## src/rtl/sample_frame_packer.sv

```systemverilog
// sample_frame_packer: packs 24-bit samples MSB-first into 768-bit frames.
// Frames close when full, on flush, on idle timeout or at the sample cap.
module sample_frame_packer #(
    parameter int SAMPLE_W      = 24,
    parameter int FRAME_SAMPLES = 32,
    parameter int MAX_TOTAL     = 3750,
    parameter int IDLE_TIMEOUT  = 64
) (
    input  logic                              clk,
    input  logic                              reset,
    input  logic [SAMPLE_W-1:0]               s_data,
    input  logic                              s_valid,
    output logic                              s_ready,
    input  logic                              flush,
    output logic [SAMPLE_W*FRAME_SAMPLES-1:0] fifo_data,
    output logic [5:0]                        num_samples,
    output logic                              data_ready,
    output logic [12:0]                       total_count,
    output logic                              cap_reached
);

    localparam int FRAME_W = SAMPLE_W * FRAME_SAMPLES;
    localparam int IDLE_W  = (IDLE_TIMEOUT > 0) ? $clog2(IDLE_TIMEOUT + 1) : 1;

    typedef enum logic {
        FILL,
        CAPPED
    } state_t;

    state_t              state;
    logic [FRAME_W-1:0]  pack;
    logic [5:0]          fill;
    logic [IDLE_W-1:0]   idle;

    logic                accept;
    logic [FRAME_W-1:0]  pack_nxt;
    logic [5:0]          fill_nxt;
    logic [IDLE_W-1:0]   idle_nxt;
    logic [12:0]         total_nxt;
    logic                close_full;
    logic                close_flush;
    logic                close_idle;
    logic                close_cap;
    logic                close;

    assign accept = s_valid && s_ready;

    // Next-state view of the frame including this edge's sample.
    always_comb begin
        pack_nxt  = pack;
        fill_nxt  = fill;
        idle_nxt  = idle;
        total_nxt = total_count;
        if (accept) begin
            for (int k = 0; k < FRAME_SAMPLES; k++) begin
                if (fill == 6'(k)) begin
                    pack_nxt[FRAME_W-1-SAMPLE_W*k -: SAMPLE_W] = s_data;
                end
            end
            fill_nxt  = fill + 6'd1;
            idle_nxt  = '0;
            total_nxt = total_count + 13'd1;
        end else if (fill != 6'd0 && IDLE_TIMEOUT != 0) begin
            idle_nxt = idle + IDLE_W'(1);
        end else begin
            idle_nxt = '0;
        end
    end

    // Frame close conditions, evaluated on the post-accept view.
    always_comb begin
        close_full  = (fill_nxt == 6'(FRAME_SAMPLES));
        close_flush = flush && (state == FILL) && (fill_nxt != 6'd0);
        close_idle  = (IDLE_TIMEOUT != 0) && !accept && (fill_nxt != 6'd0)
                      && (idle_nxt == IDLE_W'(IDLE_TIMEOUT));
        close_cap   = accept && (total_nxt == 13'(MAX_TOTAL));
        close       = close_full || close_flush || close_idle || close_cap;
    end

    // Packing state, output frame registers and the FILL/CAPPED machine.
    always_ff @(posedge clk or posedge reset) begin
        if (reset) begin
            state       <= FILL;
            pack        <= '0;
            fill        <= '0;
            idle        <= '0;
            fifo_data   <= '0;
            num_samples <= '0;
            data_ready  <= 1'b0;
            total_count <= '0;
            cap_reached <= 1'b0;
            s_ready     <= 1'b1;
        end else begin
            total_count <= total_nxt;
            if (close) begin
                fifo_data   <= pack_nxt;
                num_samples <= fill_nxt;
                data_ready  <= 1'b1;
                pack        <= '0;
                fill        <= '0;
                idle        <= '0;
            end else begin
                data_ready  <= 1'b0;
                pack        <= pack_nxt;
                fill        <= fill_nxt;
                idle        <= idle_nxt;
            end
            unique case (state)
                FILL: begin
                    if (close_cap) begin
                        state       <= CAPPED;
                        cap_reached <= 1'b1;
                        s_ready     <= 1'b0;
                    end
                end
                CAPPED: begin
                    cap_reached <= 1'b1;
                    s_ready     <= 1'b0;
                end
                default: state <= FILL;
            endcase
        end
    end

endmodule

```

## config.mk

```make
export PLATFORM = sky130hd
export DESIGN_NAME = sample_frame_packer
export DESIGN_NICKNAME = d
export VERILOG_FILES = /design/src/rtl/sample_frame_packer.sv
export SDC_FILE = /design/constraint.sdc
export NUM_CORES = 2
export LEC_CHECK = 0
export ABC_AREA = 0
export CORE_ASPECT_RATIO = 0.5
export CORE_MARGIN = 5
export CORE_UTILIZATION = 45
export CTS_BUF_LIST = sky130_fd_sc_hd__clkbuf_16
export CTS_CLUSTER_SIZE = 40
export DETAILED_ROUTE_END_ITERATION = 12
export DONT_BUFFER_PORTS = 1
export PLACE_DENSITY = 0.71
export SETUP_SLACK_MARGIN = 0.15
export SLEW_MARGIN = 15
export SYNTH_ARGS = -nofsm -noshare
export SYNTH_HDL_FRONTEND = slang
export SYNTH_SLANG_ARGS = --single-unit
```

## constraint.sdc

```tcl
create_clock -name clk -period 155.8 [get_ports clk]
set_input_delay 23.37 -clock clk [delete_from_list [all_inputs] [get_ports clk]]
set_output_delay 23.37 -clock clk [all_outputs]
set_load 0.02 [all_outputs]
```

-- After elaboration in Yosys (flattened, before gate mapping)
Index checks and enable logic that the tools add are counted.
- add/subtract/negate cells: 3
- reductions and logical operators: 13
- eq/ne operators: 35
- bitwise gates (word level): 1
- multiplexer cells: 47
- operators with widths (kind ; count):
    2-to-1 mux 768 bit ; 2
    2-to-1 mux 24 bit ; 32
    equality test 6 x 5 -> 1 bit, second input constant ; 16
    equality test 6 x 4 -> 1 bit, second input constant ; 8
    equality test 6 x 3 -> 1 bit, second input constant ; 4
    2-to-1 mux 7 bit ; 3
    adder 13 x 1 -> 13 bit, second input constant ; 1
    equality test 13 x 12 -> 1 bit, second input constant ; 1
    2-to-1 mux 13 bit ; 1
    equality test 6 x 2 -> 1 bit, second input constant ; 2
    2-to-1 mux 6 bit ; 2
    nonzero test 6 bit ; 2
    adder 7 x 1 -> 7 bit, second input constant ; 1
    equality test 7 bit, second input constant ; 1
    adder 6 x 1 -> 6 bit, second input constant ; 1
    equality test 6 x 1 -> 1 bit, second input constant ; 1
    equality test 6 bit, second input constant ; 1
    logical AND 1 bit ; 6
    logical NOT 6 bit ; 1
    2-to-1 mux 1 bit ; 5
    one-hot mux 1 bit (2 select lines) ; 2
    logical OR 1 bit ; 3
    != test 2 bit, second input constant ; 1
    logical NOT 1 bit ; 1
    inverter 1 bit ; 1
- output and inout port bits: 790
- bits of input ports: 28
- logic and storage cells: 109
- register bits: 1572

-- Depth between registers and ports, before layout
- depth after elaboration: 8
- mapped depth: 13
- gate-level depth less buffers: 8

-- Least setup slack after synthesis
No wires, ideal clock.
- kind: input -> register
- start: in s_valid
- end: reg fifo_data[100]
- required time: 155721 ps
- library setup time: 79 ps
- buffers on the path: 5
- arrival: 25587 ps
- setup slack: 130134 ps
- stages: 11
- cells stage by stage: buf_2 and3_1 nand2_1 or4_4 a2111oi_2 o2bb2ai_1 buf_4 buf_6 buf_8 buf_8 mux2i_1
- longest elaborated chain between the ends: 7
- elaborated cells on any way between the ends: 17
- those cells by class: eq/ne (3); mux (4); reduce/logical (10)
- RTL lines (element ; line ; text):
    start: declaration ; 12 ; input logic s_valid,
    logical AND 1 bit * ; 46 ; assign accept = s_valid && s_ready;
    2-to-1 mux 6 bit ; 54 ; if (accept) begin
    nonzero test 6 bit ; 73, 74 ;
    logical AND 1 bit, on equally long branches ; 73, 74 ;
    logical OR 1 bit or logical AND 1 bit (tied branches) ; 77, 75 ;
    logical OR 1 bit (2 in a row) ; 77 ; close = close_full || close_flush || close_idle || close_cap;
    end signal: assignment ; 96 ; fifo_data <= pack_nxt;
    end: declaration ; 15 ; output logic [SAMPLE_W*FRAME_SAMPLES-1:0] fifo_data,
Every way passes the cells marked *; elsewhere a longest branch is shown, timed or not.
A chain may end at the register's enable or synchronous reset.

-- Worst setup path in the final report
- start: in s_valid
- end: reg fifo_data[609]
Same word-level chain as after synthesis.

==> flow_summary.yaml <==
status:
  status: "finished, final reports clean"
setup_path:
  path_common_cell: "buf_4"
  path_cells: "and3_1 -> nand2_1 -> or4_4 -> a2111oi_2 -> o2bb2ai_4 -> buf_12 -> buf_4 -> buf_4 -> buf_4 -> mux2i_1"
  ff2ff_path_depth: 11
  startpoint_type: "input pin"
  cp.required_ns: 156.45
  cp.arrival_ns: 29.15
  cp-end-kind: "flop"
  cp_slowest_cell: "buf_4"
  critPathKind: "in -> reg"
  max_stage_delay_ns: 0.95
  path_max_fanout: 206
power_and_ir_drop:
  peakVddDrop_mv: 0.00855
  switchingPower_mw: 0.194
  total_power_mw: 0.810
  pwr-share-clk_pct: 43.0
  combPwrFrac_pct: 2.3
  p_int_mw: 0.616
  p_seq_share_pct: 54.8
  p_leak_nw: 37.6
  power_density_mw_per_mm2: 11.7
  p_sw_share_pct: 24.0
clock_tree:
  clkSinkCount: 1572
  cts_buffer_depth: 4
  cts-resized-gates: 0
  post_cts.repair.setup_buffers: 0
  clkLatencyLatePin_ns: 0.77
  cts_tree: "yes"
  path_clk_slew_ns: 0.07
  cts-hold-fix-buffers: 0
  cts_inserted_buffers: 148
  root_buffer: "clkbuf_16"
  h-tree-depth: 4
place:
  io_buffers: 0
  dpl-instance-area_mm2: 0.0646
  place_hpwl_mm: 108
  gp_congestion: 0.848
sta:
  slew_headroom_pct: 12.8
  fmax_mhz: 35.1
  holdWs_ns: 0.509
  finalSetupTns_ns: 0
  finalMaxSlewViolations: 0
  finClkSkew_ns: 0.0639
  period_share_pct: 18.3
  timing.final.hold_violations: 0
  setup_viol: 0
  fin_crit_ns: 28.50
  worst_slew_pin_slew_ns: 1.31
  rsz0062_at_grt: "false"
worst_hold_path:
  worstHoldPathType: "reg -> reg"
  min_path_cells: 2
layout:
  fin_nets: 5072
  stdcell_area_mm2: 0.0691
  drive_above_1_share_pct: 5.27
  syn2layout_area_growth_pct: 8.77
global_routing:
  overflow: 0
  track_usage_pct: 22.5
  grt_pass1_wl_mm: 252
  grt_pass1_vias: 37800
  antenna_found_initial: 7
  grt_max_degree: 207
synthesis:
  synthTopCellsByArea: "dfrtp_1 (62%), mux2i_1 (24%), nor2_1 (4.6%)"
  yosysTopAreaCellShare_pct: 61.9
  async_flop_share_pct: 100
  yosys_register_bits: 1572
  syn_area_mm2: 0.0635
  synthFlopType: "dfrtp_1"
  syn_area_per_cell_um2: 12.3
  synthCells: 5160
  ys_seq_area_share_pct: 61.9
  syn_nets: 5194
  yosysWarnings: 0
  yosysUniqueCellTypes: 49
  yosys.area.top_type: "dfrtp_1"
  synth_edf_count: 0
floorplan:
  rows: 97
  die_w_um: 541
  ios: 818
  start_util_pct: 45.3
  core_mm2: 0.140
  fp.dieArea_mm2: 0.149
  die_y_um: 276
drt:
  postRouteAntennaNets: 0
  wl_mm: 173
  drt_iter0_markers: 3127
  dr.pass1.iters: 5
  wl_per_cell_um: 24.6
  vias: 36900
  remaining_drc_errors: 0
  via_per_inst: 5.25
job:
  max-cap-violations: 0
kinds of logic (layout without fill, tap and decap cells):
group	Yosys count	after routing	synth area share, %
flops	1572	1572	61.9
mux	1543	1543	24.3
buf+inv	1107	1089	7.62
simple gates	891	891	5.52
xor+xnor	21	21	0.289
compound gates	20	20	0.240
fa+ha+maj	6	6	0.118
other cells	0	3	0
per-stage QoR:
stage,util [%],setup slack [ns],cells
after CTS,49.3,127.38,7022
after detailed placement,46.1,126.58,6768
after global placement,46.1,126.68,6768
after global routing,49.3,127.00,7024
final,49.3,127.30,7026
after floorplan,-,88.08,5160
synth_stat cells (3+ instances only):
master    count
nand2_1      31
nor2_1      784
xnor2_1      12
dfrtp_1    1571
xor2_1        9
mux2i_1    1542
clkbuf_1    146
nor4_1        3
buf_8        11
nand3_1      22
o21ai_0       4
nor2b_1       4
buf_2        29
and2_1        4
and3_1        7
nand2b_1      3
buf_4       138
or3_1         3
nor3_1       15
ha_1          6
nand4_1       4
inv_1       782
layout make-up:
| class | count | area, µm² |
|---|---|---|
| Fill cell | 12200 | 71100 |
| Sequential cell | 1572 | 39300 |
| Multi-Input combinational cell | 2481 | 19500 |
| Clock buffer | 149 | 3730 |
| Inverter | 782 | 2940 |
| Tap cell | 1881 | 2350 |
| Clock inverter | 105 | 778 |
| Timing Repair Buffer | 53 | 505 |
| Antenna cell | 3 | 7.51 |
power groups by stage:
| stage | clock network (mW) | logic (mW) | registers (mW) |
|---|---|---|---|
| 4_1_cts | 0.355 | 0.0191 | 0.444 |
| 6_report | 0.348 | 0.0184 | 0.444 |
| 2_1_floorplan | 0 | 0.0165 | 0.445 |
| 3_5_place_dp | 0 | 0.0190 | 0.452 |
| 5_1_grt | 0.371 | 0.0221 | 0.444 |
| 3_3_place_gp | 0 | 0.0177 | 0.452 |
critical path, delay by kind of cell:
family | cells | cell delay, ns
buffers and inverters | 4 | 3.35
AOI/OAI and AO/OA | 2 | 0.98
and+or+nand+nor | 3 | 0.82
muxes | 1 | 0.31
sequential cells by signal, indices dropped and copies added (netlist names):
signal and flops:
state 1, idle 7, fifo_data 768, pack 768, data_ready 1, cap_reached 1, s_ready 1, total_count 13
fill 6, num_samples 6
routing by layer:
| metal | up-vias | track usage (%) | routed length [µm] |
|---|---|---|---|
| li1 | 16100 | - | - |
| met1 | 19200 | 26.6 | 64800 |
| met2 | 1102 | 38.1 | 86000 |
| met3 | 433 | 5.33 | 10900 |
| met4 | 0 | 12.7 | 11000 |
| met5 | - | 0 | 0 |
final timing paths:
| check | start | endpoint | slack [ns] |
|---|---|---|---|
| worst max-delay path | s_valid | fifo_data[609] | 127.30 |
| min in group asynchronous | reset | pack[106] | 22.63 |
| worst min register to register | state | state | 0.51 |
| worst max register to register | total_count[0] | fifo_data[609] | 148.99 |
| worst min-delay path | state | state | 0.51 |
| max in group asynchronous | reset | pack[405] | 128.46 |
placed cells by master, fill, tap and decap left out, types with 7 or more instances in the layout:
cell	synthesis	routed
and3_1	7	7
buf_12	0	7
buf_4	138	45
bufinv_16	0	11
clkbuf_16	0	149
clkinv_1	0	36
clkinv_2	0	20
dfrtp_1	1571	1571
inv_1	782	806
inv_6	0	7
mux2i_1	1542	1542
nand2_1	31	29
nand3_1	22	15
nand3_2	0	7
nor2_1	784	779
nor3_1	15	14
xnor2_1	12	12
xor2_1	9	9
Power figures use the tool's default switching activity.
